===== src/rtl/phase_error_tdc_if.sv =====
// Control/result bundle between the phase TDC and its consumer (loop filter, lock detect).
// The consumer is the master: it owns enable and receives the error stream.
interface phase_error_tdc_if #(
    parameter int CNT_W = 8
);
    logic                  enable;
    logic signed [CNT_W:0] phase_err;
    logic                  err_valid;
    logic                  slip;
    logic                  sat;

    modport master (output enable, input  phase_err, err_valid, slip, sat);
    modport slave  (input  enable, output phase_err, err_valid, slip, sat);
endinterface


===== src/rtl/phase_error_tdc.sv =====
// Time-to-digital phase detector: signed distance, in clk_sys cycles, between
// ref_in and fb_in rising edges, one error word per edge pair.

// Per-input synchronizer plus registered rising-edge detect.
module phase_error_tdc_sync #(
    parameter int SYNC_STAGES = 2
) (
    input  logic clk_sys,
    input  logic rst_n,
    input  logic din,
    output logic rise
);
    logic [SYNC_STAGES-1:0] sync;
    logic                   dly;
    // vld_pipe marks when dly holds a real post-reset sample, so an input
    // that is already high when reset releases never looks like an edge.
    logic [SYNC_STAGES:0]   vld_pipe;

    always_ff @(posedge clk_sys or negedge rst_n) begin
        if (!rst_n) begin
            sync     <= '0;
            dly      <= 1'b0;
            vld_pipe <= '0;
            rise     <= 1'b0;
        end else begin
            sync     <= {sync[SYNC_STAGES-2:0], din};
            dly      <= sync[SYNC_STAGES-1];
            vld_pipe <= {vld_pipe[SYNC_STAGES-1:0], 1'b1};
            rise     <= sync[SYNC_STAGES-1] & ~dly & vld_pipe[SYNC_STAGES];
        end
    end
endmodule

module phase_error_tdc #(
    parameter int CNT_W       = 8,
    parameter int TIMEOUT     = 255,
    parameter int SYNC_STAGES = 2
) (
    input  logic               clk_sys,
    input  logic               rst_n,
    input  logic               ref_in,
    input  logic               fb_in,
    phase_error_tdc_if.slave   bus
);
    localparam int NUM_LANES = 2;
    localparam logic [CNT_W-1:0] CNT_MAX = CNT_W'(TIMEOUT);
    localparam logic [CNT_W-1:0] CNT_ONE = CNT_W'(1);

    typedef enum logic [1:0] {IDLE, REF_LEAD, FB_LEAD} state_t;

    logic [NUM_LANES-1:0] lane_in;
    logic [NUM_LANES-1:0] rise;

    // lane 0 = reference, lane 1 = feedback
    assign lane_in = {fb_in, ref_in};

    phase_error_tdc_sync #(.SYNC_STAGES(SYNC_STAGES)) u_sync [NUM_LANES-1:0] (
        .clk_sys (clk_sys),
        .rst_n   (rst_n),
        .din     (lane_in),
        .rise    (rise)
    );

    state_t                state_q, state_d;
    logic [CNT_W-1:0]      cnt_q, cnt_d;
    logic signed [CNT_W:0] err_q, err_d;
    logic                  vld_q, vld_d;
    logic                  slip_q, slip_d;
    logic                  sat_q, sat_d;
    logic signed [CNT_W:0] pos_err, neg_err;
    logic                  ref_rise, fb_rise, reopen;

    assign ref_rise = rise[0];
    assign fb_rise  = rise[1];
    assign pos_err  = $signed({1'b0, cnt_q});
    assign neg_err  = -pos_err;

    always_comb begin
        state_d = state_q;
        cnt_d   = cnt_q;
        err_d   = err_q;
        vld_d   = 1'b0;
        slip_d  = 1'b0;
        sat_d   = 1'b0;
        reopen  = 1'b0;
        if (!bus.enable) begin
            state_d = IDLE;
            cnt_d   = '0;
        end else begin
            unique case (state_q)
                IDLE: reopen = 1'b1;
                REF_LEAD: begin
                    if (cnt_q == CNT_MAX) begin
                        // timeout wins; any edge this cycle starts a fresh pair
                        vld_d  = 1'b1;
                        sat_d  = 1'b1;
                        err_d  = pos_err;
                        reopen = 1'b1;
                    end else if (fb_rise) begin
                        vld_d   = 1'b1;
                        err_d   = pos_err;
                        state_d = ref_rise ? REF_LEAD : IDLE;
                        cnt_d   = ref_rise ? CNT_ONE : '0;
                    end else if (ref_rise) begin
                        slip_d = 1'b1;
                        cnt_d  = CNT_ONE;
                    end else begin
                        cnt_d = cnt_q + 1'b1;
                    end
                end
                FB_LEAD: begin
                    if (cnt_q == CNT_MAX) begin
                        vld_d  = 1'b1;
                        sat_d  = 1'b1;
                        err_d  = neg_err;
                        reopen = 1'b1;
                    end else if (ref_rise) begin
                        vld_d   = 1'b1;
                        err_d   = neg_err;
                        state_d = fb_rise ? FB_LEAD : IDLE;
                        cnt_d   = fb_rise ? CNT_ONE : '0;
                    end else if (fb_rise) begin
                        slip_d = 1'b1;
                        cnt_d  = CNT_ONE;
                    end else begin
                        cnt_d = cnt_q + 1'b1;
                    end
                end
                default: begin
                    state_d = IDLE;
                    cnt_d   = '0;
                end
            endcase

            if (reopen) begin
                state_d = IDLE;
                cnt_d   = '0;
                if (ref_rise && fb_rise) begin
                    // coincident edges measure zero, unless this cycle already reports a timeout
                    if (!vld_d) begin
                        vld_d = 1'b1;
                        err_d = '0;
                    end
                end else if (ref_rise) begin
                    state_d = REF_LEAD;
                    cnt_d   = CNT_ONE;
                end else if (fb_rise) begin
                    state_d = FB_LEAD;
                    cnt_d   = CNT_ONE;
                end
            end
        end
    end

    always_ff @(posedge clk_sys or negedge rst_n) begin
        if (!rst_n) begin
            state_q <= IDLE;
            cnt_q   <= '0;
            err_q   <= '0;
            vld_q   <= 1'b0;
            slip_q  <= 1'b0;
            sat_q   <= 1'b0;
        end else begin
            state_q <= state_d;
            cnt_q   <= cnt_d;
            err_q   <= err_d;
            vld_q   <= vld_d;
            slip_q  <= slip_d;
            sat_q   <= sat_d;
        end
    end

    assign bus.phase_err = err_q;
    assign bus.err_valid = vld_q;
    assign bus.slip      = slip_q;
    assign bus.sat       = sat_q;
endmodule


===== src/flat_wrapper.sv =====
// flat-port wrapper written by rule: the top's interface ports become plain ports
module phase_error_tdc_flat 
#(
    parameter int CNT_W       = 8,
    parameter int TIMEOUT     = 255,
    parameter int SYNC_STAGES = 2
)
  (clk_sys, rst_n, ref_in, fb_in, bus_enable, bus_phase_err, bus_err_valid, bus_slip, bus_sat);
  phase_error_tdc_if #(.CNT_W(CNT_W)) bus_i ();
  input  logic clk_sys;
  input  logic rst_n;
  input  logic ref_in;
  input  logic fb_in;
  input wire logic [$bits(bus_i.enable)-1:0] bus_enable;
  output wire logic [$bits(bus_i.phase_err)-1:0] bus_phase_err;
  output wire logic [$bits(bus_i.err_valid)-1:0] bus_err_valid;
  output wire logic [$bits(bus_i.slip)-1:0] bus_slip;
  output wire logic [$bits(bus_i.sat)-1:0] bus_sat;
  assign bus_i.enable = bus_enable;
  assign bus_phase_err = bus_i.phase_err;
  assign bus_err_valid = bus_i.err_valid;
  assign bus_slip = bus_i.slip;
  assign bus_sat = bus_i.sat;
  phase_error_tdc #(.CNT_W(CNT_W), .TIMEOUT(TIMEOUT), .SYNC_STAGES(SYNC_STAGES)) u_core (.clk_sys(clk_sys), .rst_n(rst_n), .ref_in(ref_in), .fb_in(fb_in), .bus(bus_i));
endmodule

===== config.mk =====
export PLATFORM = sky130hd
export DESIGN_NAME = phase_error_tdc_flat
export DESIGN_NICKNAME = d
export VERILOG_FILES = /design/src/rtl/phase_error_tdc_if.sv /design/src/rtl/phase_error_tdc.sv /design/src/flat_wrapper.sv
export SDC_FILE = /design/constraint.sdc
export NUM_CORES = 1
export LEC_CHECK = 0
export BUFFER_PORTS_ARGS = -buffer_cell sky130_fd_sc_hd__buf_2
export CAP_MARGIN = 15
export CORE_ASPECT_RATIO = 0.75
export CORE_MARGIN = 2
export CORE_UTILIZATION = 45
export CTS_BUF_LIST = sky130_fd_sc_hd__clkbuf_8 sky130_fd_sc_hd__clkbuf_16
export CTS_CLUSTER_DIAMETER = 60
export DETAILED_ROUTE_END_ITERATION = 10
export GPL_TIMING_DRIVEN = 1
export PLACE_DENSITY = 0.65
export SETUP_SLACK_MARGIN = 0.15
export SLEW_MARGIN = 20
export SYNTH_ARGS = -nofsm -noshare
export SYNTH_HDL_FRONTEND = slang
export SYNTH_SLANG_ARGS = --single-unit

===== constraint.sdc =====
create_clock -name clk_sys -period 2 [get_ports clk_sys]
set_input_delay 0.1 -clock clk_sys [delete_from_list [all_inputs] [get_ports clk_sys]]
set_output_delay 0.1 -clock clk_sys [all_outputs]
set_load 0.1 [all_outputs]

==> flow_summary.toml <==
[outcome]
status = "completed"

[layout]
final_util_pct = 63.7
num_antenna_cells = 0
final_common_cell = "dfrtp_1"
syn2layout_area_growth_pct = 35.3
drive_gt1_share_pct = 39.7
fin_nets = 252
nFillCells = 321
final_cell_mix = "dfrtp_1 (29), buf_4 (28), buf_2 (16), nor2_1 (12), a21oi_1 (12)"
seqCellArea_sq_um = 831
multiInputGateArea_sq_um = 1170

[route]
routed_wl_um = 5000
avgRoutedWirePerCell_um = 17.0
drtAntennaViolNets = 0
firstDrtPassIters = 5
remaining_drc_errors = 0
viasPerCell = 5.81
drtIter0Drc = 228
num_vias = 1709

[yosys]
yosys.area.top_type = "dfrtp_1"
synth_edf_count = 0
synth_top_area_share_pct = 43.3
seq_area_frac_synth_pct = 43.3
synth_ff_type = "dfrtp_1"
async_flop_share_pct = 100
syn_area_per_cell_sq_um = 10.1
yosysUniqueCellTypes = 52
synth_nets = 202
ys_ff_latch = 33
syn-cell-area_sq_um = 1910
ys_top_cells_by_area = "dfrtp_1 (43%), ha_1 (5.9%), o21ai_0 (4.2%), a21oi_1 (3.4%), a22o_1 (3.2%)"
yosysWarnings = 0
synth_cells = 188

[timing]
max_slew_margin_pct = 52.8
hold_violations = 0
rsz0062_at_grt = "true"
period_share_pct = 94.1
finalSetupViolations = 0
slew_violations = 0
tightest_slew_ns = 0.708
period_needed_ns = 1.88
fin_skew_ns = 0.00602
clock.fmax_ghz = 0.531

[setup_path]
critPathMaxFanout = 6
worstSetupEndpoint = "u_core.bus.phase_err[7]$_DFFE_PN0P_"
critPathLaunchType = "register"
cp.arrival_ns = 2.05
reg2reg_to = "u_core.bus.phase_err[7]$_DFFE_PN0P_"
critical_path.startpoint = "u_core.cnt_q[1]$_DFFE_PN0P_"
crit_path_end_kind = "register"
critPathRequiredTime_ns = 2.17
crit_chain = "or4_4, nor4_4, xor2_1, o22ai_2, a22o_1"
critPathSlowestCell = "or4_4"
slowest_delay_ns = 0.59
critPathKind = "register to register"
r2r_cells = 5
reg2reg_slack_ns = 0.12
timing.rr.start = "u_core.cnt_q[1]$_DFFE_PN0P_"

[cts]
cts_made_buffers = 5
clk_latency_ns = 0.28
cts-root-buf = "clkbuf_8"
htree_levels = 2
clk_path_buf_depth = 2
clock_sinks = 33
cts_tree = "built"
path_clk_slew_ns = 0.07

[power_and_ir_drop]
p_int_mw = 1.59
ir_drop_uv = 632
cellPowerDensity_nw_per_um2 = 998
comb_power_share_pct = 46.5
switching_share_pct = 38.1
p_seq_share_pct = 29.1
totalPowerFinal_mw = 2.58
p_leak_nw = 1.16
clockPowerShare_pct = 24.3
p_sw_uw = 982

[floorplan]
ioPinCount = 17
die_h_um = 60.4
dieWidth_um = 79.2
die-area_sq_um = 4780
rows = 20
start_util_pct = 47.1
core_sq_um = 4050

[hold_path]
hold_path_startpoint = "bus_enable"
hold_path_class = "input port to register"

[grt]
grt_pass1_wl_um = 7650
grt_antenna_before_repair = 0
grt_pass1_vias = 1515
grtUsageTotal_pct = 21.2
grt-ovfl-total = 0
grt_max_degree = 34

[flow_run]
maxCapViolations = 0

[placement]
portBuffers = 16
place.gp.congestion = 0.916
dpl.hpwl_um = 3120
-- cells by family (layout without fill, tap and decap cells) --
family | count (synthesis) | count (layout) | share of synthesized area, %
xor+xnor | 2 | 2 | 0.918
flops | 33 | 33 | 43.3
compound gates | 66 | 66 | 24.5
fa+ha+maj | 9 | 9 | 5.90
mux | 1 | 1 | 0.590
other cells | 1 | 1 | 0.197
buf+inv | 19 | 69 | 6.62
simple gates | 57 | 58 | 18.0
-- flip-flops by register name, indices dropped and copies added (netlist names) --
register,count
u_core.bus.err_valid,1
u_core.bus.phase_err,9
u_core.bus.sat,1
u_core.bus.slip,1
u_core.cnt_q,8
u_core.state_q,2
u_core.u_sync.dly,2
u_core.u_sync.rise,2
u_core.u_sync.sync,4
u_core.u_sync.vld_pipe,3
-- worst max-delay path, delay by kind of cell, from the launching register on --
kind             cells  cell delay, ns
flip-flops           1            0.46
AO/OA/AOI/OAI        2            0.34
XOR/XNOR             1            0.20
AND/OR/NAND/NOR      2            0.77
-- area by class of cell --
cell class | instances | share of cell area, %
Timing Repair Buffer | 50 | 13.7
Sequential cell | 33 | 32.2
Clock buffer | 5 | 2.67
Inverter | 11 | 1.60
Multi-Input combinational cell | 137 | 45.4
Clock inverter | 3 | 1.79
Tap cell | 55 | 2.67
-- cells in the mapped netlist, types with 3 or more instances --
cell / count
o31ai_1: 4
o2bb2ai_1: 3
buf_6: 4
a22o_1: 7
nand2_1: 12
ha_1: 9
nor2_1: 14
inv_1: 11
o21ai_0: 16
nand3_1: 4
nor4_1: 3
a21oi_1: 13
dfrtp_1: 33
a32o_1: 3
nor2b_1: 4
a22oi_1: 3
-- how the worst min path moves through the flow --
stage	endpoint	cells past startpoint
4_1_cts	u_core.state_q[0]$_DFFE_PN0P_	3
5_1_grt	u_core.state_q[0]$_DFFE_PN0P_	3
3_5_place_dp	u_core.u_sync[0].sync[0]$_DFF_PN0_	1
2_1_floorplan	u_core.bus.err_valid$_DFF_PN0_	0
3_3_place_gp	u_core.u_sync[0].sync[0]$_DFF_PN0_	1
6_report	u_core.state_q[0]$_DFFE_PN0P_	3
-- power groups by stage --
stage               Combinational (mW)  Sequential (mW)  Clock [mW]
global placement                 0.811            0.750           0
CTS                              0.944            0.747       0.644
detailed placement               0.825            0.756           0
global route                      1.28            0.756       0.674
finish                            1.20            0.750       0.627
floorplan                        0.532            0.811           0
-- timing repair --
action,4_1_cts,5_1_grt
hold buffers,3,0
endpoints found under the setup margin,17,17
gates resized for setup,17,34
endpoints found under the hold margin,35,0
buffers inserted,3,11
cloned,1,0
pin swaps,0,12
-- through the flow --
stage               worst slack [ns]  cells  instance area, sq um  hold slack [ns]  TNS [ns]
floorplan                      0.157    188                  1930           -0.196         0
finish                         0.118    294                  2580            0.219         0
global placement            -0.00126    268                  2120            0.184  -0.00126
detailed placement           -0.0412    268                  2120            0.203    -0.205
CTS                            0.134    283                  2370            0.180         0
global route                  0.0252    294                  2580            0.228         0
-- per-layer routing --
| metal | track usage, % | vias to the layer above | part of all wire [%] |
|---|---|---|---|
| li1 | - | 797 | - |
| met1 | 30.1 | 817 | 44 |
| met2 | 33.3 | 80 | 48 |
| met3 | 4.91 | 15 | 6.7 |
| met4 | 5.42 | 0 | 1.9 |
| met5 | 0 | - | 0 |
(Power assumes the default switching activity.)
